## src/rtl/conv_window_sched_pkg.sv

```systemverilog
// Shared types and constants for the 3x3 window scheduler.
package conv_window_sched_pkg;

  // Handshake sequencer states: wait for a window, start the core,
  // wait for its answer, present the result.
  typedef enum logic [1:0] {
    IDLE   = 2'd0,
    LAUNCH = 2'd1,
    WAIT   = 2'd2,
    OUT    = 2'd3
  } state_t;

  // Result reported when the core never answers.
  localparam logic [31:0] TIMEOUT_RESULT = 32'hFFFF_FFFF;

  // Window geometry.
  localparam int WIN_SIDE    = 3;
  localparam int WIN_SIZE    = WIN_SIDE * WIN_SIDE;
  localparam int WIN_MIN_POS = WIN_SIDE - 1;  // first row/col that closes a window

  // Row-major window slots: NW = (r-2,c-2) ... SE = (r,c).
  localparam int WIN_NW = 0;
  localparam int WIN_N  = 1;
  localparam int WIN_NE = 2;
  localparam int WIN_W  = 3;
  localparam int WIN_C  = 4;
  localparam int WIN_E  = 5;
  localparam int WIN_SW = 6;
  localparam int WIN_S  = 7;
  localparam int WIN_SE = 8;

  // Row-major slot of window element (r, c), r/c in 0..WIN_SIDE-1.
  function automatic int win_idx(input int r, input int c);
    return r * WIN_SIDE + c;
  endfunction

endpackage

```

## src/rtl/conv_window_sched_line_buffer.sv

```systemverilog
// One line of pixel history: single address, asynchronous read of the old
// contents and a write of the new pixel on the same clock edge, so the value
// read during an accept is always the pixel one line above.
module conv_line_buffer
  import conv_window_sched_pkg::*;
#(
  parameter int DEPTH = 64,
  parameter int WIDTH = 8,
  localparam int AW   = (DEPTH > 1) ? $clog2(DEPTH) : 1
) (
  input  logic             clk,
  input  logic [AW-1:0]    addr_i,
  input  logic             wr_en_i,
  input  logic [WIDTH-1:0] wr_data_i,
  output logic [WIDTH-1:0] rd_data_o
);

  logic [WIDTH-1:0] mem_q [DEPTH];

  // Read is combinational so the window can be completed in the accept cycle.
  assign rd_data_o = mem_q[addr_i];

  // Write the incoming pixel; contents are deliberately never cleared.
  always_ff @(posedge clk) begin
    if (wr_en_i) begin
      mem_q[addr_i] <= wr_data_i;
    end
  end

endmodule

```

## src/rtl/conv_window_sched.sv

```systemverilog
// Raster-scan 3x3 window builder and start/done sequencer for the
// convolution core. One window is in flight at a time; each produces one
// 32-bit result (or a timeout marker value) on a valid/ready stream.
module conv_window_sched
  import conv_window_sched_pkg::*;
#(
  parameter int IMG_W   = 64,
  parameter int IMG_H   = 64,
  parameter int PIX_W   = 8,
  parameter int TIMEOUT = 15
) (
  input  logic             clk,
  input  logic             reset,
  input  logic [PIX_W-1:0] pix_in,
  input  logic             pix_sof,
  input  logic             pix_valid,
  output logic             pix_ready,
  output logic [31:0]      win0,
  output logic [31:0]      win1,
  output logic [31:0]      win2,
  output logic [31:0]      win3,
  output logic [31:0]      win4,
  output logic [31:0]      win5,
  output logic [31:0]      win6,
  output logic [31:0]      win7,
  output logic [31:0]      win8,
  output logic             core_start,
  input  logic             core_done,
  input  logic [31:0]      core_ret,
  output logic [31:0]      res_data,
  output logic             res_err,
  output logic             res_valid,
  input  logic             res_ready,
  output logic             frame_done
);

  localparam int COL_W = (IMG_W > 1) ? $clog2(IMG_W) : 1;
  localparam int ROW_W = (IMG_H > 1) ? $clog2(IMG_H) : 1;
  localparam int CNT_W = (TIMEOUT > 0) ? $clog2(TIMEOUT + 1) : 1;
  localparam logic [COL_W-1:0] COL_LAST  = COL_W'(IMG_W - 1);
  localparam logic [ROW_W-1:0] ROW_LAST  = ROW_W'(IMG_H - 1);
  localparam logic [CNT_W-1:0] WAIT_LAST = CNT_W'(TIMEOUT);
  localparam int N_LB = WIN_SIDE - 1;

  state_t             state_q, state_d;
  logic [COL_W-1:0]   col_q, col_d;
  logic [ROW_W-1:0]   row_q, row_d;
  logic [COL_W-1:0]   cur_col;
  logic [ROW_W-1:0]   cur_row;
  logic [CNT_W-1:0]   wait_cnt_q, wait_cnt_d;
  logic [31:0]        res_data_q, res_data_d;
  logic               res_err_q, res_err_d;
  logic               frame_done_q;
  logic               accept;
  logic               line_end;
  logic               frame_end;
  logic               win_fire;

  // Line buffer chain: [0] holds row r-1, [1] holds row r-2.
  logic [PIX_W-1:0]   lb_wdata [N_LB];
  logic [PIX_W-1:0]   lb_rdata [N_LB];
  // Newest column of the window, top (r-2) to bottom (r).
  logic [PIX_W-1:0]   new_col  [WIN_SIDE];
  // Two older columns per row; the third comes straight from new_col.
  logic [PIX_W-1:0]   tap_q    [WIN_SIDE][WIN_SIDE-1];
  logic [PIX_W-1:0]   win_q    [WIN_SIDE][WIN_SIDE];
  logic [31:0]        win_flat [WIN_SIZE];

  // A start-of-frame pixel is placed at (0,0) whatever the counters say.
  assign cur_col   = pix_sof ? '0 : col_q;
  assign cur_row   = pix_sof ? '0 : row_q;
  assign line_end  = (cur_col == COL_LAST);
  assign frame_end = line_end && (cur_row == ROW_LAST);

  // Held low throughout reset, then only while waiting for a window.
  assign pix_ready = reset && (state_q == IDLE);
  assign accept    = pix_valid && pix_ready;
  // Requiring col >= 2 keeps windows from straddling the line wrap.
  assign win_fire  = accept && (cur_row >= ROW_W'(WIN_MIN_POS))
                            && (cur_col >= COL_W'(WIN_MIN_POS));

  genvar gi;

  // Chain the line buffers: the pixel falling out of one line feeds the next.
  generate
    for (gi = 0; gi < N_LB; gi++) begin : g_lb
      if (gi == 0) begin : g_head
        assign lb_wdata[gi] = pix_in;
      end else begin : g_tail
        assign lb_wdata[gi] = lb_rdata[gi-1];
      end
      conv_line_buffer #(
        .DEPTH (IMG_W),
        .WIDTH (PIX_W)
      ) u_line (
        .clk       (clk),
        .addr_i    (cur_col),
        .wr_en_i   (accept),
        .wr_data_i (lb_wdata[gi]),
        .rd_data_o (lb_rdata[gi])
      );
      assign new_col[gi] = lb_rdata[N_LB-1-gi];
    end
  endgenerate
  assign new_col[WIN_SIDE-1] = pix_in;

  // Flatten the window and zero-extend each pixel onto the 32-bit bus.
  generate
    for (gi = 0; gi < WIN_SIZE; gi++) begin : g_win_out
      assign win_flat[gi] = 32'(win_q[gi / WIN_SIDE][gi % WIN_SIDE]);
    end
  endgenerate

  assign win0 = win_flat[WIN_NW];
  assign win1 = win_flat[WIN_N];
  assign win2 = win_flat[WIN_NE];
  assign win3 = win_flat[WIN_W];
  assign win4 = win_flat[WIN_C];
  assign win5 = win_flat[WIN_E];
  assign win6 = win_flat[WIN_SW];
  assign win7 = win_flat[WIN_S];
  assign win8 = win_flat[WIN_SE];

  assign res_data   = res_data_q;
  assign res_err    = res_err_q;
  assign res_valid  = (state_q == OUT);
  assign frame_done = frame_done_q;

  // Raster position of the next pixel, advanced on every accept.
  always_comb begin
    col_d = col_q;
    row_d = row_q;
    if (accept) begin
      if (line_end) begin
        col_d = '0;
        row_d = (cur_row == ROW_LAST) ? '0 : cur_row + ROW_W'(1);
      end else begin
        col_d = cur_col + COL_W'(1);
        row_d = cur_row;
      end
    end
  end

  // Raster counters and the end-of-frame pulse.
  always_ff @(posedge clk) begin
    if (!reset) begin
      col_q        <= '0;
      row_q        <= '0;
      frame_done_q <= 1'b0;
    end else begin
      col_q        <= col_d;
      row_q        <= row_d;
      frame_done_q <= accept && frame_end;
    end
  end

  // Slide the two older window columns along on each accepted pixel.
  always_ff @(posedge clk) begin
    if (accept) begin
      for (int r = 0; r < WIN_SIDE; r++) begin
        tap_q[r][0] <= tap_q[r][1];
        tap_q[r][1] <= new_col[r];
      end
    end
  end

  // Capture a complete window; it stays put until the next one fires.
  always_ff @(posedge clk) begin
    if (!reset) begin
      for (int r = 0; r < WIN_SIDE; r++) begin
        for (int c = 0; c < WIN_SIDE; c++) begin
          win_q[r][c] <= '0;
        end
      end
    end else if (win_fire) begin
      for (int r = 0; r < WIN_SIDE; r++) begin
        win_q[r][0] <= tap_q[r][0];
        win_q[r][1] <= tap_q[r][1];
        win_q[r][2] <= new_col[r];
      end
    end
  end

  // Sequencer next state; core_start drops as soon as the core answers.
  always_comb begin
    state_d    = state_q;
    wait_cnt_d = wait_cnt_q;
    res_data_d = res_data_q;
    res_err_d  = res_err_q;
    core_start = 1'b0;
    case (state_q)
      IDLE: begin
        if (win_fire) begin
          state_d = LAUNCH;
        end
      end
      LAUNCH: begin
        // Only start once the core has dropped done from its last run.
        if (!core_done) begin
          state_d    = WAIT;
          wait_cnt_d = '0;
        end
      end
      WAIT: begin
        core_start = !core_done;
        if (core_done) begin
          res_data_d = core_ret;
          res_err_d  = 1'b0;
          state_d    = OUT;
        end else if (wait_cnt_q == WAIT_LAST) begin
          res_data_d = TIMEOUT_RESULT;
          res_err_d  = 1'b1;
          state_d    = OUT;
        end else begin
          wait_cnt_d = wait_cnt_q + CNT_W'(1);
        end
      end
      OUT: begin
        if (res_ready) begin
          state_d = IDLE;
        end
      end
      default: begin
        state_d = IDLE;
      end
    endcase
  end

  // Sequencer state, timeout counter and result holding registers.
  always_ff @(posedge clk) begin
    if (!reset) begin
      state_q    <= IDLE;
      wait_cnt_q <= '0;
      res_data_q <= '0;
      res_err_q  <= 1'b0;
    end else begin
      state_q    <= state_d;
      wait_cnt_q <= wait_cnt_d;
      res_data_q <= res_data_d;
      res_err_q  <= res_err_d;
    end
  end

endmodule

```

## config.mk

```make
export PLATFORM = sky130hd
export DESIGN_NAME = conv_window_sched
export DESIGN_NICKNAME = d
export VERILOG_FILES = /design/src/rtl/conv_window_sched_pkg.sv /design/src/rtl/conv_window_sched_line_buffer.sv /design/src/rtl/conv_window_sched.sv
export SDC_FILE = /design/constraint.sdc
export NUM_CORES = 1
export LEC_CHECK = 0
export ABC_AREA = 1
export CORE_UTILIZATION = 29
export CTS_CLUSTER_DIAMETER = 120
export DETAILED_ROUTE_END_ITERATION = 10
export REMOVE_ABC_BUFFERS = 1
export SLEW_MARGIN = 0
export SYNTH_ARGS = -nofsm -noshare
export SYNTH_HDL_FRONTEND = slang
export SYNTH_SLANG_ARGS = --single-unit
```

## constraint.sdc

```tcl
create_clock -name clk -period 6.1 [get_ports clk]
set_clock_uncertainty 0.05 [all_clocks]
set_input_delay 1.22 -clock clk [delete_from_list [all_inputs] [get_ports clk]]
set_output_delay 1.22 -clock clk [all_outputs]
set_load 0.01 [all_outputs]
```

==> impl_metrics.json <==
{
  "syn-instance-count": 4948,
  "cpMaxStageDelayCell": "clkdlybuf4s50_1",
  "outcome": "complete, no violations",
  "antenna_left": 0,
  "synth_cell_types": 35,
  "max_freq_mhz": 221.1,
  "synth_top_family_by_area": "simple AND/OR/NAND/NOR gates",
  "drive_above_1_share_pct": 7.108,
  "cts.reportedPaths.clkPinSlew_ns": 0.06,
  "cts_inserted_buffers": 121,
  "arrival_ns": 4.84,
  "required_ns": 6.41,
  "grt_busiest_layer": "met2",
  "use_met3_pct": 2.847,
  "vias": 34290,
  "worstPathMaxFanout": 58,
  "top_level_ports": 371,
  "firstDrtPassIters": 6,
  "synth_seq_cells": 1196,
  "clkLatencyLatePin_ns": 0.77,
  "core_area_sq_mm": 0.1746,
  "finalSetupViolations": 0,
  "yosysSeqAreaShare_pct": 69.20,
  "grt_pass1_vias": 32520,
  "cpPeakStageDelay_ns": 0.70,
  "synth_area_sq_mm": 0.05115,
  "hold_buffers": 0,
  "area_growth_pct": 15.57,
  "die_area_sq_mm": 0.1781,
  "fp.dieW_um": 422.0,
  "crit_path_start_kind": "input port",
  "grt_overflow": 0,
  "synthMuxAreaShare_pct": 0,
  "layout_commonest_cell": "nand2_1",
  "relSlewSlack_pct": 21.71,
  "p_per_area_mw_per_mm2": 322.7,
  "min_period_over_period_pct": 74.15,
  "met1_usage_pct": 20.64,
  "synth_compound_area_share_pct": 1.715,
  "drt_wl_total_um": 143100,
  "rsz0062_at_grt": "no",
  "grt_use_met2_pct": 25.96,
  "vias_per_cell": 4.517,
  "num_rows": 153,
  "dp_cells": 7369,
  "yosys.area_share.simple_pct": 21.93,
  "grt_pass1_wl_um": 212800,
  "syn-mean-instance-area_sq_um": 10.34,
  "wl_per_cell_um": 18.85,
  "ir_worst_vdd_v": 0.0002368,
  "synth-xor-area-share_pct": 0.05137,
  "grt_use_total_pct": 15.87,
  "post-cts-setup-buffers": 0,
  "start_util_pct": 29.30,
  "gp_congestion": 0.8997,
  "nets": 5223,
  "grt_max_degree": 108,
  "cts_buffer_depth": 3,
  "hold_class": "reg2reg",
  "tritoncts": "built",
  "maxCapViolations": 0,
  "clockRootBuffer": "clkbuf_16",
  "slew_violations": 0,
  "final_cell_mix": "2627 x nand2_1, 1144 x edfxtp_1, 219 x nor2_1",
  "antenna_found_initial": 14,
  "endpoint_kind": "flop",
  "ctsResizeCount": 0,
  "yosys.area_share.adder_pct": 0.2446,
  "p_leak_nw": 24.18,
  "worstSetupPathType": "in2reg",
  "finalSetupTns_ns": 0,
  "critPathMostFrequentCell": "nand2_1",
  "period_needed_ns": 4.523,
  "ys_warn_count": 0,
  "portBuffers": 154,
  "h-tree-depth": 3,
  "stdcell_count": 7591,
  "hold_violations": 0,
  "clock-sinks": 1196,
  "drc": 0,
  "path_cells": "clkdlybuf4s50_1 -> inv_4 -> nand2_8 -> buf_12 -> nand2_1 -> nand2_1 -> nand2_1 -> nand2_1 -> nand2_1 -> nand2_1 -> nand2_1 -> nand2_1 -> nor2_1 -> nand2_2 -> buf_4",
  "dp_hpwl_um": 86930,
  "tightest_slew_ns": 1.171,
  "fp.dieH_um": 422.0,
  "drt-initial-drc-count": 3274
}
==> layer usage <==
| metal | share of wire, % | vias to the layer above |
|---|---|---|
| li1 | - | 16040 |
| met1 | 41 | 16470 |
| met2 | 47 | 1504 |
| met3 | 7.9 | 268 |
| met4 | 4.1 | 10 |
| met5 | 0.037 | - |
==> Yosys cell counts, drive strengths merged <==
| cell type | instances | share of area, % |
|---|---|---|
| conb | 1 | 0.0073 |
| xor2 | 2 | 0.034 |
| o32ai | 1 | 0.017 |
| dfxtp | 52 | 2.0 |
| nand4 | 5 | 0.061 |
| nand3 | 63 | 0.62 |
| or2 | 6 | 0.073 |
| o211a | 1 | 0.020 |
| clkinv | 1 | 0.0073 |
| a21oi | 30 | 0.29 |
| ha | 10 | 0.24 |
| o21bai | 1 | 0.015 |
| nor3b | 1 | 0.015 |
| o221ai | 32 | 0.55 |
| nand3b | 2 | 0.029 |
| nor2 | 229 | 1.7 |
| edfxtp | 1144 | 67 |
| inv | 214 | 1.6 |
| buf | 391 | 4.9 |
| o211ai | 28 | 0.41 |
| xnor2 | 1 | 0.017 |
| nor3 | 3 | 0.029 |
| clkbuf | 49 | 0.36 |
| nand2 | 2639 | 19 |
| o21ai | 42 | 0.41 |
==> kinds of logic (layout without fill, tap and decap cells) <==
logic type,after synthesis,count (layout)
flops,1196,1196
buf+inv,655,754
xor+xnor,3,3
fa+ha+maj,10,10
simple gates,2948,2948
other cells,1,220
compound gates,135,135
==> power by group <==
part | switching [mW] | internal (mW)
sequential | 0.0730 | 9.46
clock | 3.19 | 4.01
combinational | 1.75 | 0.597
==> registers in the layout, summed over array words and instances (netlist names) <==
name and count:
col_q 6, res_err 1, wait_cnt_q 4, win_q 72, tap_q 48, g_lb.u_line.mem_q 1024
res_data 32, frame_done 1, row_q 6, state_q 2
==> worst max-delay path: cells and delay by family <==
family                 cells  cell delay [ns]
buffers and inverters      4             1.75
and+or+nand+nor           11             1.76
==> final cells by class <==
type,count,area [sq um]
antenna,4,10.01
clock buffer,155,3186
clock inverter,63,576.8
fill,17340,115500
inverter,215,810.8
multi-input combinational,3312,13150
sequential,1196,35390
tap,2325,2909
timing repair buffer,321,3075
==> through the flow <==
step / hold slack (ns) / setup slack, ns / util (%) / total power [mW] / instance area, sq um
CTS: 0.3922 / 1.667 / 33.85 / 19.23 / 59100
floorplan: 0.3764 / -6.383 / - / 11.05 / 49260
finish: 0.3989 / 1.577 / 33.86 / 19.08 / 59110
global placement: 0.3801 / 0.9108 / 31.70 / 12.03 / 55340
global route: 0.4040 / 1.395 / 33.85 / 19.75 / 59100
detailed placement: 0.3838 / 0.8630 / 31.70 / 12.07 / 55340
==> worst paths after layout <==
check                                  from                           to  slack [ns]  cells past startpoint
worst max-delay path                pix_sof  g_lb[1].u_line.mem_q[14][1]        1.58                     15
worst max register to register   state_q[0]                 win_q[0][61]        2.14                      9
worst min register to register  tap_q[0][1]                  tap_q[0][9]        0.40                      0
worst min-delay path            tap_q[0][1]                  tap_q[0][9]        0.40                      0
Note: power is estimated with default switching activity, not from simulation.
